===== config.mk =====
export PLATFORM = sky130hd
export DESIGN_NAME = ps2_cmd_seq
export DESIGN_NICKNAME = d
export VERILOG_FILES = /design/src/rtl/ps2_cmd_seq_pkg.sv /design/src/rtl/ps2_cmd_fifo.sv /design/src/rtl/ps2_cmd_seq.sv
export SDC_FILE = /design/constraint.sdc
export NUM_CORES = 1
export LEC_CHECK = 0
export BUFFER_PORTS_ARGS = -buffer_cell sky130_fd_sc_hd__buf_4
export CELL_PAD_IN_SITES_DETAIL_PLACEMENT = 1
export CELL_PAD_IN_SITES_GLOBAL_PLACEMENT = 1
export CORE_MARGIN = 2
export CORE_UTILIZATION = 49
export DETAILED_ROUTE_END_ITERATION = 7
export PLACE_DENSITY = 0.91
export SLEW_MARGIN = 10
export SYNTH_ARGS = -nofsm -noshare
export SYNTH_HDL_FRONTEND = slang
export SYNTH_SLANG_ARGS = --single-unit

===== constraint.sdc =====
create_clock -name clk -period 5.4 [get_ports clk]
set_clock_uncertainty 0.2 [all_clocks]
set_input_delay 0.81 -clock clk [delete_from_list [all_inputs] [get_ports clk]]
set_output_delay 0.81 -clock clk [all_outputs]
set_load 0.02 [all_outputs]

===== src/rtl/ps2_cmd_seq_pkg.sv =====
// Shared PS/2 host constants and the command sequencer state encoding.
package ps2_cmd_seq_pkg;

  localparam logic [7:0] PS2_ACK    = 8'hFA;
  localparam logic [7:0] PS2_RESEND = 8'hFE;
  localparam int         TIMER_W    = 19;

  typedef enum logic [2:0] {
    S_IDLE,
    S_ISSUE,
    S_WACT,
    S_WTX,
    S_WRESP,
    S_RETRY
  } seq_state_e;

endpackage


===== src/rtl/ps2_cmd_fifo.sv =====
// Small synchronous FIFO for queued PS/2 command bytes; head is visible while not empty.
module ps2_cmd_fifo #(
  parameter int AW = 2,
  parameter int DW = 8
) (
  input  logic          clk,
  input  logic          rst,
  input  logic          wr,
  input  logic [DW-1:0] wr_data,
  input  logic          rd,
  output logic [DW-1:0] head,
  output logic [AW:0]   count,
  output logic          full,
  output logic          empty
);

  localparam int DEPTH = 1 << AW;

  logic [DW-1:0] mem_q [DEPTH];
  logic [AW-1:0] wptr_q, wptr_d;
  logic [AW-1:0] rptr_q, rptr_d;
  logic [AW:0]   cnt_q, cnt_d;
  logic          wr_ok, rd_ok;

  always_comb begin
    full   = (cnt_q == (AW+1)'(DEPTH));
    empty  = (cnt_q == '0);
    wr_ok  = wr && !full;
    rd_ok  = rd && !empty;
    wptr_d = wptr_q + AW'(wr_ok);
    rptr_d = rptr_q + AW'(rd_ok);
    cnt_d  = cnt_q + (AW+1)'(wr_ok) - (AW+1)'(rd_ok);
  end

  always_ff @(posedge clk) begin
    if (rst) begin
      wptr_q <= '0;
      rptr_q <= '0;
      cnt_q  <= '0;
    end else begin
      wptr_q <= wptr_d;
      rptr_q <= rptr_d;
      cnt_q  <= cnt_d;
    end
  end

  always_ff @(posedge clk) begin
    if (wr_ok) mem_q[wptr_q] <= wr_data;
  end

  assign head  = mem_q[rptr_q];
  assign count = cnt_q;

endmodule


===== src/rtl/ps2_cmd_seq.sv =====
// PS/2 host command sequencer: queues command bytes, sends them one at a time,
// retries on RESEND / transmit error / reply timeout, forwards all other rx bytes.
module ps2_cmd_seq
  import ps2_cmd_seq_pkg::*;
#(
  parameter int FIFO_AW   = 2,
  parameter int MAX_RETRY = 3,
  parameter int RESP_TO   = 319999
) (
  input  logic               clk,
  input  logic               rst,
  input  logic               cmd_we,
  input  logic [7:0]         cmd_data,
  output logic               cmd_full,
  output logic [FIFO_AW:0]   cmd_cnt,
  input  logic               rx_valid,
  input  logic [7:0]         rx_data,
  input  logic               tx_active,
  input  logic               tx_err,
  output logic               tx_ena,
  output logic [7:0]         tx_data,
  output logic               fwd_valid,
  output logic [7:0]         fwd_data,
  output logic               busy,
  output logic               err,
  input  logic               err_clr
);

  /* state   | meaning
     S_IDLE  | waiting for a queued command; latches FIFO head into tx_data
     S_ISSUE | tx_ena pulse
     S_WACT  | waiting for transmitter to go busy
     S_WTX   | transmitter busy; on fall check tx_err
     S_WRESP | reply timer running, waiting for ACK / RESEND
     S_RETRY | resend or drop the command once retries are exhausted */

  localparam int RW = (MAX_RETRY < 1) ? 1 : $clog2(MAX_RETRY + 1);

  seq_state_e         state_q, state_d;
  logic [RW-1:0]      retry_q, retry_d;
  logic [TIMER_W-1:0] timer_q, timer_d;
  logic [7:0]         tx_data_q, tx_data_d;
  logic               fwd_valid_q, fwd_valid_d;
  logic [7:0]         fwd_data_q, fwd_data_d;
  logic               err_q, err_d;

  logic [7:0] fifo_head;
  logic       fifo_empty;
  logic       pop, resp_ack, resp_resend, retry_max, drop, err_set;

  ps2_cmd_fifo #(.AW(FIFO_AW), .DW(8)) u_fifo (
    .clk     (clk),
    .rst     (rst),
    .wr      (cmd_we),
    .wr_data (cmd_data),
    .rd      (pop),
    .head    (fifo_head),
    .count   (cmd_cnt),
    .full    (cmd_full),
    .empty   (fifo_empty)
  );

  always_ff @(posedge clk) begin
    if (rst) state_q <= S_IDLE;
    else     state_q <= state_d;
  end

  always_comb begin
    state_d = state_q;
    case (state_q)
      S_IDLE:  if (!fifo_empty) state_d = S_ISSUE;
      S_ISSUE: state_d = S_WACT;
      S_WACT:  if (tx_active) state_d = S_WTX;
      S_WTX:   if (!tx_active) state_d = tx_err ? S_RETRY : S_WRESP;
      S_WRESP: begin
        if (resp_ack)                      state_d = S_IDLE;
        else if (resp_resend)              state_d = S_RETRY;
        else if (!rx_valid && timer_q == '0) state_d = S_RETRY;
      end
      S_RETRY: state_d = retry_max ? S_IDLE : S_ISSUE;
      default: state_d = S_IDLE;
    endcase
  end

  always_comb begin
    tx_ena      = (state_q == S_ISSUE);
    busy        = (state_q != S_IDLE) || !fifo_empty;
    resp_ack    = (state_q == S_WRESP) && rx_valid && (rx_data == PS2_ACK);
    resp_resend = (state_q == S_WRESP) && rx_valid && (rx_data == PS2_RESEND);
    retry_max   = (retry_q == RW'(MAX_RETRY));
    drop        = (state_q == S_RETRY) && retry_max;
    pop         = resp_ack || drop;
    err_set     = drop || (cmd_we && cmd_full);
  end

  always_comb begin
    retry_d = retry_q;
    if (resp_ack || drop)        retry_d = '0;
    else if (state_q == S_RETRY) retry_d = retry_q + RW'(1);

    timer_d = timer_q;
    if (state_q == S_WTX && !tx_active && !tx_err) timer_d = TIMER_W'(RESP_TO);
    else if (state_q == S_WRESP && timer_q != '0)  timer_d = timer_q - TIMER_W'(1);

    tx_data_d = (state_q == S_IDLE && !fifo_empty) ? fifo_head : tx_data_q;

    // ACK/RESEND are consumed only while a reply is pending
    fwd_valid_d = rx_valid && !resp_ack && !resp_resend;
    fwd_data_d  = rx_valid ? rx_data : fwd_data_q;

    if (err_set)      err_d = 1'b1;
    else if (err_clr) err_d = 1'b0;
    else              err_d = err_q;
  end

  always_ff @(posedge clk) begin
    if (rst) begin
      retry_q     <= '0;
      timer_q     <= '0;
      tx_data_q   <= '0;
      fwd_valid_q <= 1'b0;
      fwd_data_q  <= '0;
      err_q       <= 1'b0;
    end else begin
      retry_q     <= retry_d;
      timer_q     <= timer_d;
      tx_data_q   <= tx_data_d;
      fwd_valid_q <= fwd_valid_d;
      fwd_data_q  <= fwd_data_d;
      err_q       <= err_d;
    end
  end

  assign tx_data   = tx_data_q;
  assign fwd_valid = fwd_valid_q;
  assign fwd_data  = fwd_data_q;
  assign err       = err_q;

endmodule


==> qor.csv <==
metric;value;unit
status;completed;
IO buf count;46;
Int Power;1.14;mW
CP endpoint kind;flop;
Slew HR;0.496;
Area growth syn-to-layout;17.8;%
Max FO, Critical Path;13;
sequential power share;0.451;
Seq/Total Area, Yosys;0.545;
core area;7140;sq um
Clk pin slew, worst setup/hold paths;0.09;ns
final net count;386;
largest net degree at the start of global routing;48;
crit-path leading delay family;simple AND/OR/NAND/NOR gates;
detailed placement HPWL;6080;um
IO Count;47;
Synth Cell Area;3560;sq um
number of warning messages in the yosys log;0;
setup TNS;0;ns
via count;2612;
WL/cell;18.7;um
synthesized instance count;313;
post-synth cell types;57;
Final ANT Viol Nets;0;
top sig layer;met4;
switching share of power;0.324;
Seq cells post-synth;81;
setup repair bufs after CTS;0;
ys async rst share;0;
Vias/cell;5.68;
number of global-route vias before repair;2782;
CP arrival;3.41;ns
Clock Sinks;81;
EDFF count, synth;32;
DR DRC count;0;
All-Layer GR Usage;0.236;
Logic pwr share;0.245;
Pleak;1.60;nW
Iter 0 DRT Violations;212;
dpl ws;2.04;ns
max frequency;296;MHz
gr ovfl total;0;
syn nets;343;
Primary FF master, synth;dfxtp_1;
gpl congestion;0.787;
Root Buffer Master;clkbuf_8;
Skew-Pair Late Insertion Delay;0.35;ns
worst-margin pin slew;0.753;ns
initial antenna violation count;0;
Fin. Hold Viols;0;
clock tree buffer depth;2;
VDD IR max;240;uV
CP Class;reg -> reg;
final slew viol count;0;
final worst-path setup slack;2.02;ns
layout cells sized above 1;0.235;
crit path launch type;flop;
final wirelength;8620;um
WP buf/inv;2;
Met3 Wirelength;279;um
fin crit period;3.38;ns
Die Y;89.3;um
WP data required;5.43;ns
Die Span X;89.3;um
H-tree levels;3;
full die area;7970;sq um
CTS tree;yes;
number of CTS-inserted buffers;9;
crit-path max cell delay;0.60;ns
first-pass GRT wire length;14000;um
syn_area_per_cell;11.4;sq um
met1 WL;3510;um
final setup vio count;0;
CP max-delay cell;nor4_1;
power per cell area;403;nW/um^2
worst hold path type;reg -> reg;
ANT cells;0;
final worst-path cycle share;0.626;
met2 WL;4720;um
CTS hold repair buffers;0;
switching power total;549;uW
max_cap viols;0;
post_cts resized;0;
power share of the clock group;0.305;
worst path cell trace;or3b_1 > nor4_1 > o21ai_1 > inv_1 > ha_1 > inv_1 > ha_1 > fa_1 > xnor2_1 > xnor2_1 > nor2_1;
num rows;31;
Initial Util;0.499;
RSZ-0062 raised after global routing;false;
Initial DRT Pass Iterations;4;
==> kinds of logic after synthesis <==
logic type | count (synthesis) | synth area share
and+or+nand+nor | 115 | 0.180
DFF | 81 | 0.545
AOI/OAI and AO/OA | 52 | 0.101
buffers and inverters | 26 | 0.0337
muxes | 18 | 0.0787
xor gates and xnor gates | 14 | 0.0344
adders and majority gates | 7 | 0.0267
==> worst register-to-register path, delay by kind of cell, from the launching register on <==
family                     cells  cell delay, ns
buffers and inverters          2            0.13
adders and majority gates      3            0.72
and+or+nand+nor                3            1.13
AOI/OAI and AO/OA              1            0.19
xor gates and xnor gates       2            0.33
DFF                            1            0.56
==> layout by cell type, fill, tap and decap left out, types with 3 or more instances in the layout <==
cell type  netlist  layout
o31ai_1          3       3
nor2_1          32      32
or2_2            4       4
clkbuf_8         0       9
o211ai_1         3       3
a21oi_1         23      23
xor2_1           5       5
nand4_1          3       3
buf_4            0      48
nor3b_1          4       4
mux4_2           8       8
mux2i_1         10      10
or3_1            7       7
nand2b_1         3       3
xnor2_1          9       9
dfxtp_1         49      49
nor2b_1          4       4
edfxtp_1        32      32
nor4_1           4       4
inv_1           10      10
nor3_1           8       8
ha_1             6       6
a211oi_1         6       6
inv_6            0       3
nand2_1         23      23
==> Yosys cell counts, types with 3 or more instances <==
library cell / instances / area, sq um
xor2_1: 5 / 43.8
xnor2_1: 9 / 78.8
mux4_2: 8 / 180
nand2_1: 23 / 86.3
dfxtp_1: 49 / 981
nand2b_1: 3 / 18.8
clkbuf_1: 11 / 41.3
ha_1: 6 / 75.1
nor3_1: 8 / 40.0
nor4_1: 4 / 25.0
or2_2: 4 / 25.0
nor2b_1: 4 / 25.0
mux2i_1: 10 / 100
buf_6: 3 / 33.8
o211ai_1: 3 / 22.5
or3_1: 7 / 43.8
a21oi_1: 23 / 115
nor2_1: 32 / 120
nand4_1: 3 / 18.8
nor3b_1: 4 / 30.0
a211oi_1: 6 / 45.0
o31ai_1: 3 / 22.5
inv_1: 10 / 37.5
edfxtp_1: 32 / 961
==> power groups by stage <==
stage	registers [mW]	logic, mW	clock network, mW
CTS	0.763	0.419	0.531
global placement	0.767	0.388	0
detailed placement	0.774	0.415	0
floorplan	0.782	0.256	0
global route	0.773	0.452	0.556
finish	0.764	0.414	0.516
==> stage by stage <==
| stage | instance area, sq um | power [mW] | std cells | util | hold slack [ns] |
|---|---|---|---|---|---|
| global placement | 3970 | 1.15 | 444 | 0.556 | 0.247 |
| floorplan | 3560 | 1.04 | 313 | - | 0.243 |
| finish | 4200 | 1.69 | 460 | 0.588 | 0.266 |
| CTS | 4200 | 1.71 | 460 | 0.588 | 0.274 |
| detailed placement | 3970 | 1.19 | 444 | 0.556 | 0.261 |
| global route | 4200 | 1.78 | 460 | 0.588 | 0.302 |
==> metal layers <==
metal	track usage	up-vias
met3	0.0646	11
met2	0.425	46
met5	0	-
li1	-	1233
met1	0.275	1322
met4	0.0651	0
==> final timing paths <==
path         cells past startpoint         endpoint  slack (ns)        from
min reg2reg                      2       tx_data[4]        0.27  tx_data[4]
min                              2       tx_data[4]        0.27  tx_data[4]
max                             11  u_fifo.count[2]        2.02  state_q[2]
max reg2reg                     11  u_fifo.count[2]        2.02  state_q[2]
==> state kept, by name (all words and copies together) (netlist names) <==
name           cells
timer_q           19
fwd_data           8
u_fifo.wptr_q      2
tx_data            8
state_q            3
retry_q            2
u_fifo.mem_q      32
u_fifo.rptr_q      2
err                1
fwd_valid          1
u_fifo.count       3
==> layout make-up <==
cell class	count	area, sq um
sequential	81	1940
clock buffer	9	124
tap	99	124
fill	779	2940
clock inverter	7	109
multi-input combinational	206	1500
inverter	10	37.5
timing repair buffer	48	360
Note: power is estimated with default switching activity, not from simulation.
